--- src/rtl/seq_serializer_piso.sv ---
// Parallel-in/serial-out transmitter: takes an NBITS word over val/rdy and sends it
// LSB-first, one bit per output transfer, with out_last marking the final bit.
module seq_serializer_piso #(
  parameter int NBITS = 8
) (
  input  logic             clk,
  input  logic             reset,
  input  logic             in_val,
  output logic             in_rdy,
  input  logic [NBITS-1:0] in_msg,
  output logic             out_val,
  input  logic             out_rdy,
  output logic             out_bit,
  output logic             out_last
);

  localparam int CW = $clog2(NBITS);
  localparam logic [CW-1:0] CNT_LAST = CW'(NBITS - 1);

  typedef enum logic {IDLE, SHIFT} state_t;

  state_t           state_q, state_d;
  logic [NBITS-1:0] shreg_q, shreg_d;
  logic [CW-1:0]    cnt_q, cnt_d;
  logic             last_bit;

  always_ff @(posedge clk or negedge reset) begin
    if (!reset) begin
      state_q <= IDLE;
      shreg_q <= '0;
      cnt_q   <= '0;
    end else begin
      state_q <= state_d;
      shreg_q <= shreg_d;
      cnt_q   <= cnt_d;
    end
  end

  // in_rdy follows out_rdy combinationally on the last bit so the next word
  // can load in the same edge that retires the current one (no bubble).
  always_comb begin
    state_d  = state_q;
    shreg_d  = shreg_q;
    cnt_d    = cnt_q;
    out_val  = 1'b0;
    out_bit  = 1'b0;
    out_last = 1'b0;
    in_rdy   = 1'b0;
    last_bit = (cnt_q == CNT_LAST);
    case (state_q)
      IDLE: begin
        in_rdy = 1'b1;
        if (in_val) begin
          shreg_d = in_msg;
          cnt_d   = '0;
          state_d = SHIFT;
        end
      end
      SHIFT: begin
        out_val  = 1'b1;
        out_bit  = shreg_q[0];
        out_last = last_bit;
        in_rdy   = last_bit && out_rdy;
        if (out_rdy) begin
          if (!last_bit) begin
            shreg_d = shreg_q >> 1;
            cnt_d   = cnt_q + 1'b1;
          end else if (in_val) begin
            shreg_d = in_msg;
            cnt_d   = '0;
          end else begin
            shreg_d = '0;
            cnt_d   = '0;
            state_d = IDLE;
          end
        end
      end
      default: state_d = IDLE;
    endcase
  end

endmodule

--- config.mk ---
export PLATFORM = sky130hd
export DESIGN_NAME = seq_serializer_piso
export DESIGN_NICKNAME = d
export VERILOG_FILES = /design/src/rtl/seq_serializer_piso.sv
export SDC_FILE = /design/constraint.sdc
export NUM_CORES = 1
export LEC_CHECK = 0
export BUFFER_PORTS_ARGS = -buffer_cell sky130_fd_sc_hd__buf_4
export CAP_MARGIN = 0
export CELL_PAD_IN_SITES_DETAIL_PLACEMENT = 1
export CELL_PAD_IN_SITES_GLOBAL_PLACEMENT = 1
export CORE_MARGIN = 4
export CORE_UTILIZATION = 35
export CTS_CLUSTER_SIZE = 28
export DETAILED_ROUTE_END_ITERATION = 8
export PLACE_DENSITY_LB_ADDON = 0.12
export SYNTH_ARGS = -nofsm -noshare
export SYNTH_HDL_FRONTEND = slang
export SYNTH_SLANG_ARGS = --single-unit
--- constraint.sdc ---
create_clock -name clk -period 3.2 [get_ports clk]
set_clock_uncertainty 0.05 [all_clocks]
set_input_delay 0.48 -clock clk [delete_from_list [all_inputs] [get_ports clk]]
set_output_delay 0.48 -clock clk [all_outputs]
set_load 0.005 [all_outputs]
# --- Word level (Yosys, flattened, before mapping) ---
# Cells that the tools add are included.
totals:
  in_bits: 12
  register_bits: 12
  wordCells: 27
  output_inout_bits: 4
op_classes:
  n_eq_ne: 3
  muxes: 17
  reduce_logical: 2
  n_addsub: 1
  bitwise: 1
op_table:
  columns: ["op", "n"]
  rows:
  - ["$mux 8", 4]
  - ["$pmux 8 s2", 1]
  - ["$mux 3", 3]
  - ["$mux 1", 6]
  - ["$pmux 3 s2", 1]
  - ["$ne 2x2->1 const B", 2]
  - ["$pmux 1 s2", 2]
  - ["$add 3x1->3 const B", 1]
  - ["$eq 3x3->1 const B", 1]
  - ["$reduce_and 2->1", 1]
  - ["$logic_and 1x1->1", 1]
  - ["$not 1->1", 1]

# --- Logic depth before layout (Yosys ltp) ---
# Gate-level depths: netlist (run 1).
depth:
  depth_word: 4
  ltp_mapped: 6
  mapped_depth_nobuf: 5

# --- Least setup slack after synthesis (run 1) ---
# OpenSTA, ideal clock, no wires.
synth_timing:
  path_kind: "register to output"
  start: "reg cnt_q[0]"
  end: "out out_last"
  n_path_buf: 0
  t_arrival_ps: 953
  required_time_ps: 2670
  slack_ps: 1717
  stages_incl_launch_ff: 4
  path_cell_list: "dfrtp_1 -> ha_1 -> ha_1 -> and2_1"
synth_via:
  elab_chain_cells: 2
synth_lines:
  columns: ["element", "line", "rtl"]
  rows:
  - ["start, declared", "24", "logic [CW-1:0] cnt_q, cnt_d;"]
  - ["start signal, assigned", "35", "cnt_q <= cnt_d;"]
  - ["$eq 3x3->1", "49", "last_bit = (cnt_q == CNT_LAST);"]
  - ["$mux 1", "50", "case (state_q)"]
  - ["end, declared", "14", "output logic out_last"]
# No other way between the ends.

# --- Worst setup path after layout (run 1) ---
# Ends and elaborated chain as after synthesis.

==> results of run 1 <==
cells by family (layout without fill, tap and decap cells):
group	after synthesis	count (layout)	share of synthesized area
AO/OA/AOI/OAI	20	20	0.219
adder cells (fa/ha/maj)	3	3	0.0586
buffers and inverters	5	20	0.0566
flip-flops	12	12	0.469
multiplexers	4	4	0.0742
AND/OR/NAND/NOR	18	18	0.123
per-stage QoR:
stage	hold WS (ns)	util	instance area (um^2)	setup slack [ns]
final	0.394	0.454	785	1.26
after global routing	0.386	0.454	785	1.15
after CTS	0.384	0.454	785	1.23
after detailed placement	0.283	0.436	752	1.50
after global placement	0.285	0.436	752	1.56
after floorplan	0.134	-	641	1.72
per-layer routing:
layer | wire [um] | part of all wire
met5 | 0 | 0
met4 | 14 | 0.0097
met3 | 81 | 0.056
met2 | 700 | 0.49
met1 | 638 | 0.44
worst paths after layout:
check                      startpoint         end  slack (ns)  cells after the start
max                          cnt_q[0]    out_last        1.26                      4
min                            in_val     state_q        0.39                      2
max reg2reg                  cnt_q[0]  shreg_q[6]        1.51                      5
min reg2reg                shreg_q[0]  shreg_q[0]        0.48                      2
max in group asynchronous       reset  shreg_q[5]        2.40                      2
min in group asynchronous       reset  shreg_q[0]        0.54                      2
registers in the layout, indices dropped and copies added (netlist names):
name and cells:
shreg_q 8, cnt_q 3, state_q 1
layout make-up:
type | count | area (um^2) | share of cell area
multi-input cells | 45 | 304 | 0.388
clock buffers | 3 | 22.5 | 0.0287
inverters | 1 | 3.75 | 0.00478
repair buffers | 16 | 123 | 0.156
flip-flops and latches | 12 | 300 | 0.383
well taps | 25 | 31.3 | 0.0399
cells in the final DEF (no fill, tap or decap):
cell / synthesis / routed
dfrtp_1: 12 / 12
a21oi_1: 7 / 7
nor2b_1: 1 / 1
nand4_1: 1 / 1
mux2_4: 1 / 1
buf_4: 0 / 15
clkbuf_4: 0 / 3
ha_1: 3 / 3
and2_1: 2 / 2
o21ai_2: 1 / 1
mux2_2: 2 / 2
a22o_1: 2 / 2
mux2i_1: 1 / 1
a21o_1: 1 / 1
nand2_1: 4 / 4
nor2_1: 9 / 9
inv_1: 1 / 1
nand3_1: 1 / 1
a22oi_1: 7 / 7
o221ai_1: 1 / 1
a21bo_2: 1 / 1
dlygate4sd3_1: 0 / 1
worst register-to-register path, stage by stage (launching register included):
cell,delay (ns)
dfrtp_1,0.40
ha_1,0.23
ha_1,0.22
nor2b_1,0.40
a22oi_1,0.14
a21oi_1,0.19
power groups by stage:
stage                     combinational [uW]  sequential, uW  clock (uW)
after floorplan                          188             248           0
after global placement                   240             262           0
after detailed placement                 249             264           0
after CTS                                252             261        98.0
after global routing                     280             270         105
final                                    247             262        90.5
Yosys cell counts, types with 2 or more instances:
library cell,number
nor2_1,9
a21oi_1,7
mux2_2,2
nand2_1,4
dfrtp_1,12
a22oi_1,7
and2_1,2
ha_1,3
a22o_1,2
buf_2,2
buf_6,2
timing repair:
item                      4_1_cts  5_1_grt
hold endpoints to repair       12        0
gates resized for setup         0        0
hold buffers                    1        0
==> results by group, run 1 <==
Status
  • Run status: finished clean

Drt
  • Initial DRT Pass Iterations: 3
  • Post-route ant nets: 0
  • Drt drc: 0
  • Final wirelength: 1440 um
  • Routed WL per cell: 14.1 um
  • Vias per std cell: 5.04
  • Via count: 514
  • Drt initial violations: 6

Logic synthesis
  • Mean post-synth cell area: 10.3 um^2
  • Synth area leaders: dfrtp_1 47%, a22oi_1 8.2%, ha_1 5.9%, a21oi_1 5.5%, nor2_1 5.3%
  • Post-Syn Area: 641 um^2
  • Post-synth ARST share: 1.00
  • Post-synth cell types: 21
  • Synth Register Bits: 12
  • Most used DFF post-synth: dfrtp_1
  • Yosys warns: 0
  • Top cell type's share of synthesized area: 0.469
  • Cell taking the most area after synthesis: dfrtp_1
  • Post-synth EDFFs: 0
  • Synthesized net count: 77
  • Post-synthesis sequential area ratio: 0.469
  • Post-Syn Instances: 62

Timing
  • Slew @ Worst Pin: 0.465 ns
  • Fin crit share: 0.608
  • Slew HR: 0.689
  • Max-slew violation count: 0
  • Fin. Hold Viols: 0
  • Endpoints failing setup: 0
  • Fmax: 0.514 GHz
  • Total negative slack: 0 ns
  • RSZ-0062 raised after global routing: no
  • Fin crit period: 1.94 ns

Pwr
  • Maximum VDD drop: 298 uV
  • Reg power frac: 0.437
  • NetSw: 206 uW
  • LEAKAGE: 0.000373 uW
  • Cell internal pwr: 393 uW
  • Overall Power: 599 uW
  • Comb power frac: 0.412
  • Power density over cell area: 764 nW/um^2
  • Switching share of power: 0.343
  • Clock network fraction of design power: 0.151

Clock tree
  • CTS clk-pin slew, worst paths: 0.07 ns
  • Worst skew pair latency: 0.27 ns
  • Deepest clock path buffer count: 2
  • Total CTS buffers: 3
  • CTS tree: built
  • Post-CTS Setup Bufs: 0
  • CTS Sinks: 12
  • CTS H-tree lvls: 1
  • Root buf cell: clkbuf_4

Critical path
  • Arrival time at the worst endpoint: 1.41 ns
  • Worst path bufs/invs: 1
  • Slowest stage delay, CP: 0.40 ns
  • Worst Setup Start Kind: flop
  • CP Data Required Time: 2.67 ns
  • CP Class: flop to primary output
  • Most frequent CP cell: ha_1
  • Highest-delay cell along the critical path: dfrtp_1
  • CP endpoint kind: primary output
  • CP max FO: 4
  • CP top delay family: adder cells
  • Crit-path cells: ha_1, ha_1, and2_1, buf_4

Floorplan
  • Die Area: 2580 um^2
  • Row cnt: 15
  • Die X: 50.8 um
  • Initial Utilization: 0.371
  • Die Ht: 50.8 um
  • IO Count: 16
  • Total core area: 1730 um^2

Placed design
  • Gpl congestion: 0.744
  • Detailed placement HPWL: 1060 um
  • # placed instances: 98
  • I/O Buffers: 15

GRT
  • Grt met2 use: 0.213
  • Antenna violations before repair: 0
  • First-pass GRT wire length: 2480 um
  • Largest net degree at the start of global routing: 16
  • GR Layer Usage met3: 0.0593
  • Vias in the first global route: 541
  • Grt ovf: 0
  • GRT Resource Usage Total: 0.134
  • GRT met1 Usage: 0.163
  • Busiest grt layer: met2

Finish
  • Share of cells above drive strength 1: 0.299
  • Antenna cells: 0
  • P&R area growth vs syn: 22.5%
  • FILL cells: 212
  • Final net count: 94
  • Layout Cells excl Fill: 102

Job
  • Max Cap Viol: 0

Worst hold path
  • Worst Hold Class: input pin to flop
(Power assumes the default switching activity.)
==> run 2, diff against run 1 <==
- clock period: 3.2 -> 1.93 ns (I/O delays scaled with it)
==> results by group, run 2 (synthesis gave the netlist of run 1 again) <==
Status
  • Run status: finished clean

Placed design
  • I/O Buffers: 15
  • Dpl ws: 0.345 ns
  • Gpl congestion: 0.757
  • Detailed placement HPWL: 1000 um

Finish
  • FILL cells: 212
  • Largest regs: shreg_q: 8 flops, cnt_q: 3 flops, state_q: 1 flops
  • Antenna cells: 0
  • Share of cells above drive strength 1: 0.308
  • Seq. cell area: 300 um^2
  • Reg with most FFs: shreg_q
  • P&R area growth vs syn: 23.6%
  • Multi-input logic area: 304 um^2
  • Max reg flops: 8
  • Most frequent cells in the layout: 16 x buf_4, 12 x dfrtp_1, 9 x nor2_1, 7 x a22oi_1, 7 x a21oi_1
  • Final net count: 95
  • Leading cell type in the layout, fill and taps excluded: buf_4

Pwr
  • LEAKAGE: 0.000378 uW
  • Reg power frac: 0.434
  • Overall Power: 997 uW
  • Switching share of power: 0.337
  • Maximum VDD drop: 444 uV
  • Cell internal pwr: 660 uW
  • Power density over cell area: 1260 nW/um^2
  • Clock network fraction of design power: 0.153
  • NetSw: 336 uW
  • Comb power frac: 0.413

Clock tree
  • Deepest clock path buffer count: 2
  • Post-CTS Setup Bufs: 0
  • CTS H-tree lvls: 1
  • CTS Sinks: 12
  • Total CTS buffers: 3
  • Worst skew pair latency: 0.26 ns
  • Hold buffer count at CTS: 1
  • CTS tree: built
  • CTS clk-pin slew, worst paths: 0.07 ns
  • Post-CTS sizing: 0
  • Root buf cell: clkbuf_4

Floorplan
  • Row cnt: 15
  • Die Ht: 50.8 um
  • IO Count: 16
  • Initial Utilization: 0.371
  • Die Area: 2580 um^2
  • Total core area: 1730 um^2
  • Die X: 50.8 um

Timing
  • Fmax: 0.569 GHz
  • Fin crit share: 0.911
  • Total negative slack: 0 ns
  • Slew HR: 0.714
  • Slew @ Worst Pin: 0.429 ns
  • Fin. Hold Viols: 0
  • Fin crit period: 1.76 ns
  • RSZ-0062 raised after global routing: no
  • Endpoints failing setup: 0
  • Worst setup slack after layout: 0.171 ns
  • Max-slew violation count: 0

Critical path
  • CP top delay family: adder cells
  • Worst reg2reg setup slack: 0.34 ns
  • CP Class: flop to primary output
  • Slowest stage delay, CP: 0.40 ns
  • CP max FO: 4
  • Most frequent CP cell: ha_1
  • Highest-delay cell along the critical path: dfrtp_1
  • Reg-to-reg startpoint: cnt_q[0]
  • CP endpoint kind: primary output
  • Crit-path cells: ha_1, ha_1, and2_1, buf_4
  • Reg2Reg Depth: 5
  • Reg2reg end: shreg_q[1]
  • CP Data Required Time: 1.59 ns
  • Worst Setup Start Kind: flop
  • Worst path bufs/invs: 1
  • Arrival time at the worst endpoint: 1.42 ns

GRT
  • Antenna violations before repair: 0
  • Grt ovf: 0
  • GRT Resource Usage Total: 0.121
  • First-pass GRT wire length: 2370 um
  • Largest net degree at the start of global routing: 16
  • Vias in the first global route: 534

Drt
  • Post-route ant nets: 0
  • Routed WL per cell: 13.1 um
  • Initial DRT Pass Iterations: 3
  • Vias per std cell: 5.14
  • Drt drc: 0
  • Final wirelength: 1350 um
  • Via count: 529
  • Drt initial violations: 4

Worst hold path
  • Worst Hold Class: input pin to flop
  • Hold Crit Depth: 2
  • Worst Hold End: state_q
  • Hold Startpoint: in_val

Job
  • Max Cap Viol: 0
[run 2: through the flow]
stage / std cells / util / hold slack, ns / instance area, um^2
final: 103 / 0.459 / 0.220 / 792
after global routing: 103 / 0.459 / 0.244 / 792
after CTS: 103 / 0.459 / 0.210 / 792
after detailed placement: 99 / 0.440 / 0.0915 / 759
after global placement: 99 / 0.440 / 0.0911 / 759
after floorplan: 62 / - / -0.0561 / 641
[run 2: how the worst max path moves through the flow]
| stage | startpoint | endpoint | slack, ns | cells past startpoint |
|---|---|---|---|---|
| after floorplan | cnt_q[0] | cnt_q[2] | 0.46 | 4 |
| after global placement | cnt_q[0] | shreg_q[0] | 0.37 | 5 |
| after detailed placement | cnt_q[0] | shreg_q[1] | 0.34 | 5 |
| after CTS | cnt_q[0] | out_last | 0.16 | 4 |
| after global routing | cnt_q[0] | out_last | 0.12 | 4 |
| final | cnt_q[0] | out_last | 0.17 | 4 |
[run 2: cell type report]
cell class	count	area share
multi-input combinational	45	0.384
clock buffer	3	0.0284
sequential	12	0.379
tap	25	0.0395
timing repair buffer	17	0.164
inverter	1	0.00474
[run 2: power groups by stage]
stage / logic [uW] / clock network [uW] / registers (uW)
floorplan: 312 / 0 / 411
global placement: 411 / 0 / 433
detailed placement: 416 / 0 / 437
CTS: 418 / 159 / 432
global route: 462 / 171 / 449
finish: 412 / 152 / 432
[run 2: worst register-to-register path: stages, from the launching register on]
cell,delay (ns)
dfrtp_1,0.40
ha_1,0.22
ha_1,0.23
a21bo_2,0.28
a22oi_1,0.20
a21oi_1,0.09
[run 2: layer usage]
layer  up-vias  share of wire  GRT usage
met3         0          0.044     0.0326
met5         -              0          0
met4         0              0     0.0404
met2         8           0.47      0.191
li1        255              -          -
met1       266           0.48      0.157
